<file path="src/rtl/reg_file.sv">
// reg_file: 32 x 32-bit register file with two combinational read ports and one write port.
// It also tracks which registers have been written since reset and keeps a saturating count of writes.
module reg_file #(
    parameter bit BYPASS = 1'b1,
    parameter int CNT_W  = 16
) (
    input  logic             clk,
    input  logic             reset_n,
    input  logic [4:0]       readReg1,
    input  logic [4:0]       readReg2,
    input  logic [4:0]       writeReg,
    input  logic [31:0]      writeData,
    input  logic             regWrite,
    output logic [31:0]      readData1,
    output logic [31:0]      readData2,
    output logic [31:0]      writtenMask,
    output logic [CNT_W-1:0] writeCount
);

    logic [31:0]      regs_q [32];
    logic [31:0]      mask_q, mask_d;
    logic [CNT_W-1:0] count_q, count_d;
    logic             writeEn;
    logic [4:0]       readIdx [2];
    logic [31:0]      readVal [2];

    // Index 0 is hardwired to zero, so a write aimed at it is dropped entirely.
    assign writeEn = regWrite && (writeReg != 5'd0);

    always_comb begin
        mask_d  = mask_q;
        count_d = count_q;
        if (writeEn) begin
            mask_d[writeReg] = 1'b1;
            if (count_q != {CNT_W{1'b1}}) begin
                count_d = count_q + CNT_W'(1);
            end
        end
    end

    always_ff @(posedge clk or negedge reset_n) begin
        if (!reset_n) begin
            for (int i = 0; i < 32; i++) begin
                regs_q[i] <= '0;
            end
            mask_q  <= '0;
            count_q <= '0;
        end else begin
            if (writeEn) begin
                regs_q[writeReg] <= writeData;
            end
            mask_q  <= mask_d;
            count_q <= count_d;
        end
    end

    assign readIdx[0] = readReg1;
    assign readIdx[1] = readReg2;

    // Both ports apply the same priority: reset or index 0 forces zero, then forwarding, then storage.
    always_comb begin
        for (int p = 0; p < 2; p++) begin
            readVal[p] = regs_q[readIdx[p]];
            if (BYPASS && writeEn && (writeReg == readIdx[p])) begin
                readVal[p] = writeData;
            end
            if (!reset_n || (readIdx[p] == 5'd0)) begin
                readVal[p] = '0;
            end
        end
    end

    assign readData1   = readVal[0];
    assign readData2   = readVal[1];
    assign writtenMask = mask_q;
    assign writeCount  = count_q;

endmodule

</file>
<file path="config.mk">
export PLATFORM = sky130hd
export DESIGN_NAME = reg_file
export DESIGN_NICKNAME = d
export VERILOG_FILES = /design/src/rtl/reg_file.sv
export SDC_FILE = /design/constraint.sdc
export NUM_CORES = 2
export LEC_CHECK = 0
export ABC_AREA = 1
export BUFFER_PORTS_ARGS = -buffer_cell sky130_fd_sc_hd__clkbuf_2
export CAP_MARGIN = 10
export CORE_ASPECT_RATIO = 1.25
export CORE_UTILIZATION = 26
export DETAILED_ROUTE_END_ITERATION = 16
export PLACE_DENSITY_LB_ADDON = 0.05
export SLEW_MARGIN = 10
export SYNTH_ARGS = -nofsm -noshare
export SYNTH_HDL_FRONTEND = slang
export SYNTH_SLANG_ARGS = --single-unit
</file>
<file path="constraint.sdc">
create_clock -name clk -period 1.8 [get_ports clk]
set_clock_uncertainty 0.05 [all_clocks]
set_input_delay 0.36 -clock clk [delete_from_list [all_inputs] [get_ports clk]]
set_output_delay 0.36 -clock clk [all_outputs]
set_load 0.05 [all_outputs]
</file>
After elaboration in Yosys (flattened, before gate mapping)
Cells that the tools add are included.

Register bits: 1072. Bits of input ports: 50. Word-level logic and storage cells: 75. Output and inout bits: 112.

Equal/unequal tests: 3. Add/subtract/negate cells: 1. Reduce and logical (&&, ||, !) cells: 12. Mux-type cells: 15. Bitwise logic cells: 4. $lt $le $gt $ge: 6.

Operators with widths (number): 1024-bit bitwise mux (1); 32-bit binary-select mux with 5-bit select (2); 32-bit two-way mux (9); 32-bit demux with 5-bit select (1); 32-bit OR (1); 6-bit greater-or-equal comparator (second input constant) (3); 5-bit NOT with 6-bit output (3); 16-bit by 1-bit adder with 16-bit output (second input constant) (1); 16-bit != test (second input constant) (1); 5-bit equality test (2); 5-bit logical NOT (2); 5-bit by 6-bit < comparator with 1-bit output (second input constant) (1); 6-bit by 1-bit < comparator with 1-bit output (second input constant) (1); 1-bit demux with 5-bit select (1); 5-bit by 1-bit greater-or-equal comparator with 1-bit output (second input constant) (1); 1-bit logical AND (5); 5-bit nonzero test (1); 1-bit logical OR (2); 2-bit AND reduction (1); 1-bit logical NOT (1); 1-bit two-way mux (1).

Logic depth before layout (Yosys ltp)
Depth in word-level cells: 6. Depth in mapped cells: 12.

Least setup slack after synthesis
OpenSTA, ideal clock, no wires.

Path type: input to output. Start point: in readReg1[1]. End point: out readData1[18]. Setup slack: -0.697 ns. Arrival time: 2.087 ns. Stages on the path: 10. Data required time: 1.390 ns. Path buffers: 3. Cell sequence: buf_2 -> inv_1 -> buf_2 -> clkbuf_1 -> nand3_1 -> nand3_1 -> nand2_1 -> nand3_1 -> nand2_1 -> a21oi_1.

Word-level cells in the longest chain between the ends: 6. Elaborated cells on any way between the ends: 10. Those cells by class: 1 x eq/ne; 5 x mux; 1 x bitwise; 3 x reduce/logical.

Ends and longest elaborated chain: start, declared (RTL line 9) `input logic [4:0] readReg1,`; 5-bit NOT with 6-bit output (implied by the code) (RTL line 63) `readVal[p] = regs_q[readIdx[p]];`; 32-bit binary-select mux with 5-bit select (RTL line 63); 32-bit two-way mux (implied by the code) (2 in a row) (RTL line 63); 32-bit two-way mux (RTL line 64) `if (BYPASS && writeEn && (writeReg == readIdx[p])) begin`; 32-bit two-way mux (*) (RTL line 67) `if (!reset_n || (readIdx[p] == 5'd0)) begin`; end, declared (RTL line 14) `output logic [31:0] readData1,`.

Mark *: on every way between the ends. The rest lies on a longest branch, timed or not. The select of a mux whose other input is x is not followed.

Worst setup path in the final report
Start point: reg regs_q[721] (netlist bit). End point: out readData2[17].

Word-level cells in the longest chain between the ends: 5.

Ends and longest elaborated chain: start, declared (RTL line 20) `logic [31:0] regs_q [32];`; start signal, assigned by index (RTL line 50) `regs_q[writeReg] <= writeData;`; 32-bit binary-select mux with 5-bit select (RTL line 63); 32-bit two-way mux (implied by the code) (2 in a row) (RTL line 63); 32-bit two-way mux (RTL line 64); 32-bit two-way mux (RTL line 67); end, declared (RTL line 15) `output logic [31:0] readData2,`.

No other way between the ends. The select of a mux whose other input is x is not followed.

==> impl_metrics.yaml <==
routing:
  ant_nets: 0
  vias: 63481
  routedWlPerCell_um: 24.2
  drt_iter0_drc: 5677
  drc_errors: 0
  first_pass_iters: 9
  routed_wl_mm: 317
  via_per_inst: 4.84
setup_path:
  cp.arrival_ps: 2410
  cp.required_ps: 1390
  critPathMaxFanout: 3
  endpoint_kind: "primary output"
  crit_path_start_kind: "register"
  worstSetupPathType: "register to primary output"
run_status:
  violations: "negative setup slack"
  status: "finished, violations left"
finish:
  nFillCells: 25042
  stdcell_count: 13103
  nNetsFinal: 9939
  area_growth_pct: 34.9
  drive_above_1_share: 0.198
clock_tree:
  cts_buffer_depth: 4
  clk_pin_slew_ps: 60
  insertion_delay_ps: 830
  tritoncts: "yes"
  cts_root_buffer: "clkbuf_16"
  cts_made_buffers: 148
  htree_levels: 4
  clock_sinks: 1072
synthesis:
  yosysTopAreaCellShare: 0.433
  synth_xor_area_frac: 0.00297
  seq_area_frac_synth: 0.433
  synth_compound_area_frac: 0.0914
  async_reset_ff_frac: 1.00
  yosys.area_share.simple: 0.371
  synth_fa_ha_area_frac: 0.000202
  synth_top_family_by_area: "simple AND/OR/NAND/NOR gates"
  synth_area_leaders: "dfrtp_1, nand2_1, nand3_1, o21ai_0, nor2_1"
  synth_warnings: 0
  synth_mux_area_frac: 0
  netlist_instances: 9390
  synth_commonest_cells: "nand2_1, nand3_1, dfrtp_1, o21ai_0, nor2_1"
  synth_area_um2: 61900
  synth_top_flop_cell: "dfrtp_1"
  ys_ff_latch: 1072
  synth_edf_count: 0
  synth_area_leader_cell: "dfrtp_1"
  synth.most_common_cell: "nand2_1"
  syn_avg_cell_area_um2: 6.59
  synth_cell_types: 30
  syn_nets: 9441
sta:
  fmax_ghz: 0.355
  worstMarginPinSlew_ps: 967
  final_max_slew_viol_count: 0
  min_period_over_period: 1.57
  setup_viol: 82
  hold_viol: 0
  slew_headroom: 0.355
  worst_slack_ps: -1020
  rsz0062_at_grt: "true"
  period_needed_ps: 2820
global_route:
  antenna_found_initial: 10
  track_usage: 0.261
  gr-usage-met3: 0.0321
  grt_use_met2: 0.436
  grt_pass1_wl_mm: 458
  overflow: 0
  grt_pass1_vias: 62374
  grt-busiest-layer: "met2"
  grtUsageMet1: 0.348
  grt_max_degree: 130
hold_path:
  hp-class: "primary input to register"
die:
  io_pins: 162
  initial_core_util: 0.263
  floorplan.rows: 199
  die_w_um: 438
  dieHeight_um: 548
  dieArea_um2: 240000
  core_um2: 236000
pwr:
  p_per_area_nw_per_um2: 992
  irDropWorstVdd_mv: 0.632
  p_leak_nw: 40.3
  power_mw: 82.8
place:
  placed_cells: 12721
  gp_congestion: 0.863
  dp_hpwl_mm: 213
  io_buffers: 161
flow_run:
  cap_violations: 0
==> where the power goes <==
| group | switching, mW | internal (mW) |
|---|---|---|
| combinational | 12.9 | 8.51 |
| clock | 12.1 | 18.2 |
| sequential | 2.69 | 28.5 |
==> worst max-delay path, stage by stage, from the launching register on <==
cell and delay [ps]:
dfrtp_1 420, nand2_1 70, nand3_1 70, nand2_1 50
nor2_1 120, nand2_1 80, nand3_2 80, nand2_4 90
a21oi_4 400, buf_12 200
==> timing repair <==
item	4_1_cts	5_1_grt
hold endpoints to repair	322	0
gates resized for setup	432	278
pin swaps	318	257
hold buffers	22	0
cloned	0	1
endpoints found under the setup margin	117	280
setup buffers	65	48
==> through the flow <==
stage	cell area, um2	util	TNS [ps]	hold slack, ps	setup slack, ps
final	83500	0.354	-52640	57.2	-1020
after global routing	83500	0.354	-62310	36.0	-1100
after CTS	82300	0.349	-78360	0.756	-1070
after detailed placement	75100	0.318	-134400	315	-968
after global placement	75100	0.318	-128740	316	-1020
after floorplan	64100	-	-10330	14.4	-175
==> cells in the final DEF (no fill, tap or decap), types with 5 or more instances in the layout <==
| master | instances |
|---|---|
| nor3_4 | 6 |
| nor2_4 | 24 |
| nand2_4 | 71 |
| clkbuf_2 | 38 |
| o21ai_4 | 11 |
| inv_1 | 667 |
| o21ai_0 | 820 |
| xor2_1 | 10 |
| nand2_2 | 110 |
| nand3_2 | 189 |
| buf_16 | 5 |
| dfrtp_2 | 8 |
| diode_2 | 5 |
| buf_8 | 46 |
| buf_12 | 342 |
| inv_2 | 54 |
| buf_4 | 603 |
| o21ai_2 | 20 |
| a21oi_4 | 64 |
| nand3_4 | 8 |
| clkbuf_16 | 159 |
| buf_6 | 30 |
| nand4_1 | 5 |
| clkinv_2 | 20 |
| dlygate4sd3_1 | 22 |
| nand3_1 | 963 |
| nor2_2 | 103 |
| xnor2_1 | 11 |
| clkbuf_8 | 22 |
| o21ai_1 | 212 |
| clkbuf_1 | 35 |
| nor2_1 | 666 |
| dfrtp_1 | 1064 |
| nand2_1 | 3530 |
| bufinv_16 | 13 |
==> cell families after synthesis <==
kind of cell,after synthesis
buffers and inverters,1476
AND/OR/NAND/NOR,5690
adder cells (fa/ha/maj),1
AO/OA/AOI/OAI,1130
flip-flops,1072
XOR/XNOR,21
==> metal layers <==
metal  part of all wire  wire (um)
met1               0.44     141000
met2               0.47     150000
met3              0.046      14700
met4              0.037      11600
met5                  0          0
==> area by class of cell <==
type	count	area (um2)	share of cell area
inverter	730	2790	0.0334
clock buffer	209	4240	0.0508
sequential	1072	26800	0.321
timing repair buffer	1094	13100	0.157
tap	3115	3900	0.0467
clock inverter	36	524	0.00628
multi-input combinational	6842	32100	0.384
antenna	5	12.5	0.000150
==> worst paths after layout <==
path,cells after the start,slack (ps),startpoint,to
worst max-delay path,9,-1020,regs_q[721]$_DFFE_PN0P_,readData2[17]
worst min-delay path,5,60,writeData[2],regs_q[258]$_DFFE_PN0P_
worst max register to register,10,110,writeCount[0]$_DFFE_PN0P_,writeCount[6]$_DFFE_PN0P_
worst min register to register,0,350,regs_q[998]$_DFFE_PN0P_,regs_q[998]$_DFFE_PN0P_
max in group asynchronous,5,40,reset_n,regs_q[566]$_DFFE_PN0P_
min in group asynchronous,3,490,reset_n,regs_q[266]$_DFFE_PN0P_
==> state kept, by name, indices dropped and copies added (netlist names) <==
| name | flops |
|---|---|
| writtenMask | 32 |
| regs_q | 1024 |
| writeCount | 16 |
(Power assumes the default switching activity.)
